### src/rtl/mdu_defs_pkg.sv
// mdu_defs: shared definitions for the iterative multiply/divide unit.
//   md_op encodings, sequencer state codes and add/sub select codes
//   (same codes as the main ALU).
package mdu_defs;

  typedef enum logic [1:0] {
    MD_MULTU = 2'b00,
    MD_MULT  = 2'b01,
    MD_DIVU  = 2'b10,
    MD_DIV   = 2'b11
  } md_op_e;

  typedef enum logic [1:0] {
    S_IDLE = 2'b00,
    S_PREP = 2'b01,
    S_ITER = 2'b10,
    S_FIX  = 2'b11
  } state_e;

  localparam logic [2:0] ADD = 3'b000;
  localparam logic [2:0] SUB = 3'b001;

  function automatic logic op_is_div(input md_op_e op);
    return (op == MD_DIVU) || (op == MD_DIV);
  endfunction

  function automatic logic op_is_signed(input md_op_e op);
    return (op == MD_MULT) || (op == MD_DIV);
  endfunction

endpackage

### src/rtl/mdu_addsub.sv
// mdu_addsub: combinational W-bit adder/subtractor shared by the multiply
// (add) and divide (trial subtract) steps.
//   x, y  : operands
//   op    : ADD or SUB select code
//   res   : x+y or x-y, W bits
//   cout  : carry out; for SUB, 1 means no borrow (x >= y)
module mdu_addsub
  import mdu_defs::*;
#(
  parameter int W = 33
) (
  input  logic [W-1:0] x,
  input  logic [W-1:0] y,
  input  logic [2:0]   op,
  output logic [W-1:0] res,
  output logic         cout
);

  logic [W:0] full;

  always_comb begin
    if (op == SUB) full = {1'b0, x} + {1'b0, ~y} + (W+1)'(1);
    else           full = {1'b0, x} + {1'b0, y};
  end

  assign res  = full[W-1:0];
  assign cout = full[W];

endmodule

### src/rtl/mdu_sequencer.sv
// mdu_sequencer: iterative multiply/divide unit, one shift-add or
// shift-subtract step per cycle, results written to HI/LO.
//   clk, reset        : clock, async active-high reset
//   start, md_op      : launch op (sampled only in IDLE), op select
//   a, b              : rs / rt operands
//   busy              : op in flight (PREP..FIX), feeds the stall logic
//   done              : one-cycle pulse once hi/lo hold the new result
//   hi, lo            : HI / LO registers
//   hilo_we,hilo_wdata: mthi/mtlo write port, present only when the
//                       macro MDU_HILO_WRITE_EN is defined
module mdu_sequencer
  import mdu_defs::*;
#(
  parameter int WIDTH = 32
) (
  input  logic             clk,
  input  logic             reset,
  input  logic             start,
  input  logic [1:0]       md_op,
  input  logic [WIDTH-1:0] a,
  input  logic [WIDTH-1:0] b,
`ifdef MDU_HILO_WRITE_EN
  input  logic [1:0]       hilo_we,
  input  logic [WIDTH-1:0] hilo_wdata,
`endif
  output logic             busy,
  output logic             done,
  output logic [WIDTH-1:0] hi,
  output logic [WIDTH-1:0] lo
);

  localparam int CW = $clog2(WIDTH);

  state_e           state_q, state_d;
  md_op_e           op_q;
  logic [CW-1:0]    cnt_q;
  logic [WIDTH-1:0] acc_q;     // product high half / partial remainder
  logic [WIDTH-1:0] mq_q;      // multiplier / quotient; raw a until PREP
  logic [WIDTH-1:0] mcand_q;   // multiplicand / divisor; raw b until PREP
  logic             sign_q_q;  // negate product or quotient in FIX
  logic             sign_r_q;  // negate remainder in FIX
  logic             b_zero_q;
  logic             done_q;
  logic [WIDTH-1:0] hi_q, lo_q;

  logic             is_div;
  logic [WIDTH:0]   as_x, as_y, as_res;
  logic             as_cout;
  logic [2:0]       as_op;
  logic [WIDTH-1:0] mag_a, mag_b;
  logic [WIDTH-1:0] hi_fix, lo_fix;
  logic [2*WIDTH-1:0] prod, prod_neg;

  assign is_div = op_is_div(op_q);

  // State register
  always_ff @(posedge clk or posedge reset) begin
    if (reset) state_q <= S_IDLE;
    else       state_q <= state_d;
  end

  // Next state
  always_comb begin
    state_d = state_q;
    unique case (state_q)
      S_IDLE: if (start) state_d = S_PREP;
      S_PREP: state_d = S_ITER;
      S_ITER: if (cnt_q == '0) state_d = S_FIX;
      S_FIX:  state_d = S_IDLE;
      default: state_d = S_IDLE;
    endcase
  end

  // Outputs
  always_comb begin
    busy = (state_q != S_IDLE);
  end

  assign done = done_q;
  assign hi   = hi_q;
  assign lo   = lo_q;

  // Magnitudes of the raw operands latched in IDLE; |min| wraps to itself.
  always_comb begin
    mag_a = (op_is_signed(op_q) && mq_q[WIDTH-1])    ? -mq_q    : mq_q;
    mag_b = (op_is_signed(op_q) && mcand_q[WIDTH-1]) ? -mcand_q : mcand_q;
  end

  // Divide: trial subtract of the divisor from the left-shifted remainder.
  // Multiply: add multiplicand (or zero) to acc; bit WIDTH is the carry.
  always_comb begin
    if (is_div) begin
      as_op = SUB;
      as_x  = {acc_q, mq_q[WIDTH-1]};
      as_y  = {1'b0, mcand_q};
    end else begin
      as_op = ADD;
      as_x  = {1'b0, acc_q};
      as_y  = {1'b0, (mq_q[0] ? mcand_q : '0)};
    end
  end

  mdu_addsub #(.W(WIDTH + 1)) u_addsub (
    .x    (as_x),
    .y    (as_y),
    .op   (as_op),
    .res  (as_res),
    .cout (as_cout)
  );

  always_ff @(posedge clk or posedge reset) begin
    if (reset) begin
      op_q     <= MD_MULTU;
      cnt_q    <= '0;
      acc_q    <= '0;
      mq_q     <= '0;
      mcand_q  <= '0;
      sign_q_q <= 1'b0;
      sign_r_q <= 1'b0;
      b_zero_q <= 1'b0;
      done_q   <= 1'b0;
    end else begin
      done_q <= (state_q == S_FIX);
      unique case (state_q)
        S_IDLE: begin
          if (start) begin
            op_q    <= md_op_e'(md_op);
            mq_q    <= a;
            mcand_q <= b;
          end
        end
        S_PREP: begin
          sign_q_q <= op_is_signed(op_q) & (mq_q[WIDTH-1] ^ mcand_q[WIDTH-1]);
          sign_r_q <= op_is_signed(op_q) & mq_q[WIDTH-1];
          b_zero_q <= (mcand_q == '0);
          acc_q    <= '0;
          cnt_q    <= CW'(WIDTH - 1);
          if (is_div) begin
            mcand_q <= mag_b;
            mq_q    <= mag_a;
          end else begin
            mcand_q <= mag_a;
            mq_q    <= mag_b;
          end
        end
        S_ITER: begin
          cnt_q <= cnt_q - 1'b1;
          if (is_div) begin
            acc_q <= as_cout ? as_res[WIDTH-1:0] : {acc_q[WIDTH-2:0], mq_q[WIDTH-1]};
            mq_q  <= {mq_q[WIDTH-2:0], as_cout};
          end else begin
            acc_q <= as_res[WIDTH:1];
            mq_q  <= {as_res[0], mq_q[WIDTH-1:1]};
          end
        end
        default: ;
      endcase
    end
  end

  // Sign fix-up. With a zero divisor the restoring loop leaves rem=|a| and
  // all-ones quotient, so the remainder path already yields the original a.
  always_comb begin
    prod     = {acc_q, mq_q};
    prod_neg = -prod;
    if (is_div) begin
      hi_fix = sign_r_q ? -acc_q : acc_q;
      lo_fix = b_zero_q ? '1 : (sign_q_q ? -mq_q : mq_q);
    end else begin
      {hi_fix, lo_fix} = sign_q_q ? prod_neg : prod;
    end
  end

  always_ff @(posedge clk or posedge reset) begin
    if (reset) begin
      hi_q <= '0;
      lo_q <= '0;
    end else if (state_q == S_FIX) begin
      hi_q <= hi_fix;
      lo_q <= lo_fix;
    end
`ifdef MDU_HILO_WRITE_EN
    else if (state_q == S_IDLE && !start) begin
      if (hilo_we[1]) hi_q <= hilo_wdata;
      if (hilo_we[0]) lo_q <= hilo_wdata;
    end
`endif
  end

endmodule

### config.mk
export PLATFORM = sky130hd
export DESIGN_NAME = mdu_sequencer
export DESIGN_NICKNAME = d
export VERILOG_FILES = /design/src/rtl/mdu_defs_pkg.sv /design/src/rtl/mdu_addsub.sv /design/src/rtl/mdu_sequencer.sv
export SDC_FILE = /design/constraint.sdc
export NUM_CORES = 1
export LEC_CHECK = 0
export ABC_AREA = 1
export CAP_MARGIN = 25
export CELL_PAD_IN_SITES_DETAIL_PLACEMENT = 0
export CELL_PAD_IN_SITES_GLOBAL_PLACEMENT = 1
export CORE_ASPECT_RATIO = 0.8
export CORE_UTILIZATION = 43
export CTS_BUF_LIST = sky130_fd_sc_hd__clkbuf_4
export CTS_CLUSTER_DIAMETER = 200
export CTS_CLUSTER_SIZE = 14
export DETAILED_ROUTE_END_ITERATION = 8
export PLACE_DENSITY_LB_ADDON = 0.1
export SLEW_MARGIN = 20
export SYNTH_ARGS = -nofsm -noshare
export SYNTH_HDL_FRONTEND = slang
export SYNTH_SLANG_ARGS = --single-unit
### constraint.sdc
create_clock -name clk -period 7.6 [get_ports clk]
set_input_delay 1.52 -clock clk [delete_from_list [all_inputs] [get_ports clk]]
set_output_delay 1.52 -clock clk [all_outputs]
set_load 0.02 [all_outputs]
==> results.toml <==
[clock_network]
insertion_delay_ps = 700
cts_resized = 0
clock_pin_slew_on_the_worst_setup_and_hold_paths_ps = 170
post-cts-setup-buffer-count = 0
clockRootBuffer = "clkbuf_4"
hold_buffers = 0
cts_max_level = 4
cts.sinks = 173
cts_buffers = 17
cts_tree = "yes"
clock_path_buffers = 2

[yosys]
synthMostInstantiatedCell = "nand2_1"
ys.warnings.count = 0
synth_area_per_cell_um2 = 5.78
nets_in_the_synthesized_netlist = 3331
synth_async_sr_flop_share_pct = 100
netlist_top_cells_area = "dfrtp_1 23%, nand2_1 21%, inv_1 8.2%, nor2_1 7.7%, nand3_1 7.7%"
synthDominantAreaCellType = "dfrtp_1"
main_flop_type_after_synthesis = "dfrtp_1"
synthTopCellsByCount = "1,024 x nand2_1, 403 x inv_1, 378 x nor2_1"
synth-seq-cells = 173
synth_top_area_share_pct = 23.5
yosysSeqAreaShare_pct = 23.5
count_of_different_cell_masters_after_synthesis = 54
post_synth_inst_count = 3187
mappedNetlistArea_um2 = 18400
synth_edf_count = 0

[detailed_routing]
routed-via-count = 22100
firstDrtPassIters = 9
drt-vias-per-instance = 5.80
drc = 2
antenna_left = 0
wl_um = 89700
drt_iter0_drc = 3027
route.detailed.wl_per_inst_um = 23.5

[run_status]
failed_checks = "DRC"
run_status = "complete, but fails checks"

[layout]
stdcell_area_um2 = 20400
areaGrowthSynthToFinish_pct = 10.9
final_layout_size_suffix_gt1_share_pct = 4.30
n_fill_cell = 4509
multi_input_comb_area_um2 = 12000
finish.utilization_pct = 48.6
area_occupied_by_registers_um2 = 4330
fin_nets = 3388

[setup_path]
worst_setup_ep_type = "flop"
critical_path.reg2reg.startpoint = "op_q[1]"
path_class = "flop to flop"
crit_path_start_kind = "flop"
reg2reg_depth = 20
timing.rr.end = "acc_q[15]"
regToRegSetupSlack_ps = 2680
required_ps = 8180
critical_path_arrival_ps = 5500
worstPathMaxFanout = 66

[floorplan]
row_count = 67
design.core.area_um2 = 42100
die_w_um = 233
num_io_pins = 135
floorplan.initialDensity_pct = 43.8
fp.dieArea_um2 = 43700
die_y_um = 187

[place]
place_congestion = 1.05
detailed_place.area_um2 = 20100
buffer_ports.inserted = 134
dp_hpwl_um = 71800

[grt]
combined_global_route_utilization_of_all_metal_layers_pct = 40.8
grt_pass1_wl_um = 131000
global_route.overflow_total = 0
largest_net_degree_at_the_start_of_global_routing = 68
grt_antenna_before_repair = 2
grt_pass1_vias = 19900

[sta]
worst_relative_slew_slack_pct = 28.1
worst-slew-pin-transition_ps = 1070
fin_skew_ps = 37.9
grt_setup_unrepaired = "false"
totalNegativeSetupSlack_ps = 0
setup_viol_count_final = 0
timing.final.crit_period_ps = 4920
timing.final.crit_share_pct = 64.8
highest_clock_frequency_the_design_can_meet_ghz = 0.203
timing_hold_violations_final = 0
timing.final.max_slew_violations = 0

[hold_path]
class_of_the_worst_hold_path = "flop to flop"
hold_end = "hi[22]"
hold_path.startpoint = "hi[22]"
whs_path_depth = 2

[run]
cap_viol_max_count = 0
## placed cells by master (no fill, tap or decap), drive strengths merged, types with 2 or more instances in the layout
master	Yosys	routed
or2	8	8
inv	418	423
nand3b	10	10
o21ai	228	228
o22ai	8	8
and2	3	3
o41ai	2	2
clkinv	1	8
diode	0	3
buf	40	24
nand3	288	288
fa	2	2
a22oi	7	7
clkdlybuf4s50	0	134
a211oi	2	2
xor2	62	62
nand4	33	33
ha	73	73
o22a	15	15
a31oi	28	28
o31ai	3	3
o21bai	14	14
clkbuf	85	24
a32oi	5	5
a21oi	187	187
nand2	1037	1037
nor3	29	29
nor2	394	394
o211ai	25	25
dfrtp	173	173
nor4	2	2
## per-layer routing
| layer | vias to the layer above | share of wire [%] | wire length (um) | GRT usage, % |
|---|---|---|---|---|
| met3 | 78 | 17 | 15000 | 19.1 |
| met2 | 1424 | 36 | 32300 | 50.4 |
| met5 | - | 0 | 0 | 0 |
| met4 | 0 | 1.5 | 1320 | 7.39 |
| li1 | 10300 | - | - | - |
| met1 | 10300 | 46 | 41100 | 62.8 |
## per-stage QoR
step	cells	hold slack, ps	setup slack (ps)
final	3812	507	2680
after global routing	3812	526	2490
after CTS	3804	511	2940
after detailed placement	3772	472	2970
after global placement	3770	465	2980
after floorplan	3187	447	1390
## critical path: stages, from the launching register on
cell	delay, ps
dfrtp_4	790
buf_4	730
o21ai_0	580
ha_1	650
nand2_1	270
inv_1	100
nand2_1	60
nand2_1	160
inv_1	60
nand2_1	220
nand2_1	80
nand2_1	280
nand2_1	200
nand2_1	120
nand2_1	80
nand2_1	70
nand2_1	60
nand2_1	70
nand2_1	50
nand2_1	50
nand2_1	60
## final cells by class
| class | count | area share [%] |
|---|---|---|
| Clock inverter | 13 | 0.710 |
| Clock buffer | 19 | 0.698 |
| Timing Repair Buffer | 163 | 7.61 |
| Sequential cell | 173 | 21.2 |
| Multi-Input combinational cell | 2470 | 58.6 |
| Inverter | 419 | 7.74 |
| Antenna cell | 3 | 0.0367 |
| Tap cell | 552 | 3.38 |
## sequential cells by signal, summed over array words and instances, names as in the netlist
name,cells
acc_q,32
b_zero_q,1
cnt_q,5
done,1
hi,32
lo,32
mcand_q,32
mq_q,32
op_q,2
sign_q_q,1
sign_r_q,1
state_q,2
## worst max path at each step
stage	depth (start not counted)	slack [ps]	endpoint	start
after floorplan	1	1390	acc_q[0]	reset
after global placement	20	2980	acc_q[15]	op_q[1]
after detailed placement	20	2970	acc_q[15]	op_q[1]
after CTS	20	2940	acc_q[15]	op_q[1]
after global routing	20	2490	acc_q[15]	op_q[1]
final	20	2680	acc_q[15]	op_q[1]
## cells by family (layout without fill, tap and decap cells)
logic type	Yosys count	count (layout)	synth area share, %
and+or+nand+nor	1805	1805	40.7
buffers and inverters	544	614	11.6
AOI/OAI and AO/OA	527	527	16.1
DFF	173	173	23.5
adders and majority gates	75	75	5.17
xor gates and xnor gates	63	63	2.99
other	0	3	0
Power is left out: the tool's default activity adds up to more than one toggle a clock period on the data nets, which glitch-free logic cannot reach.
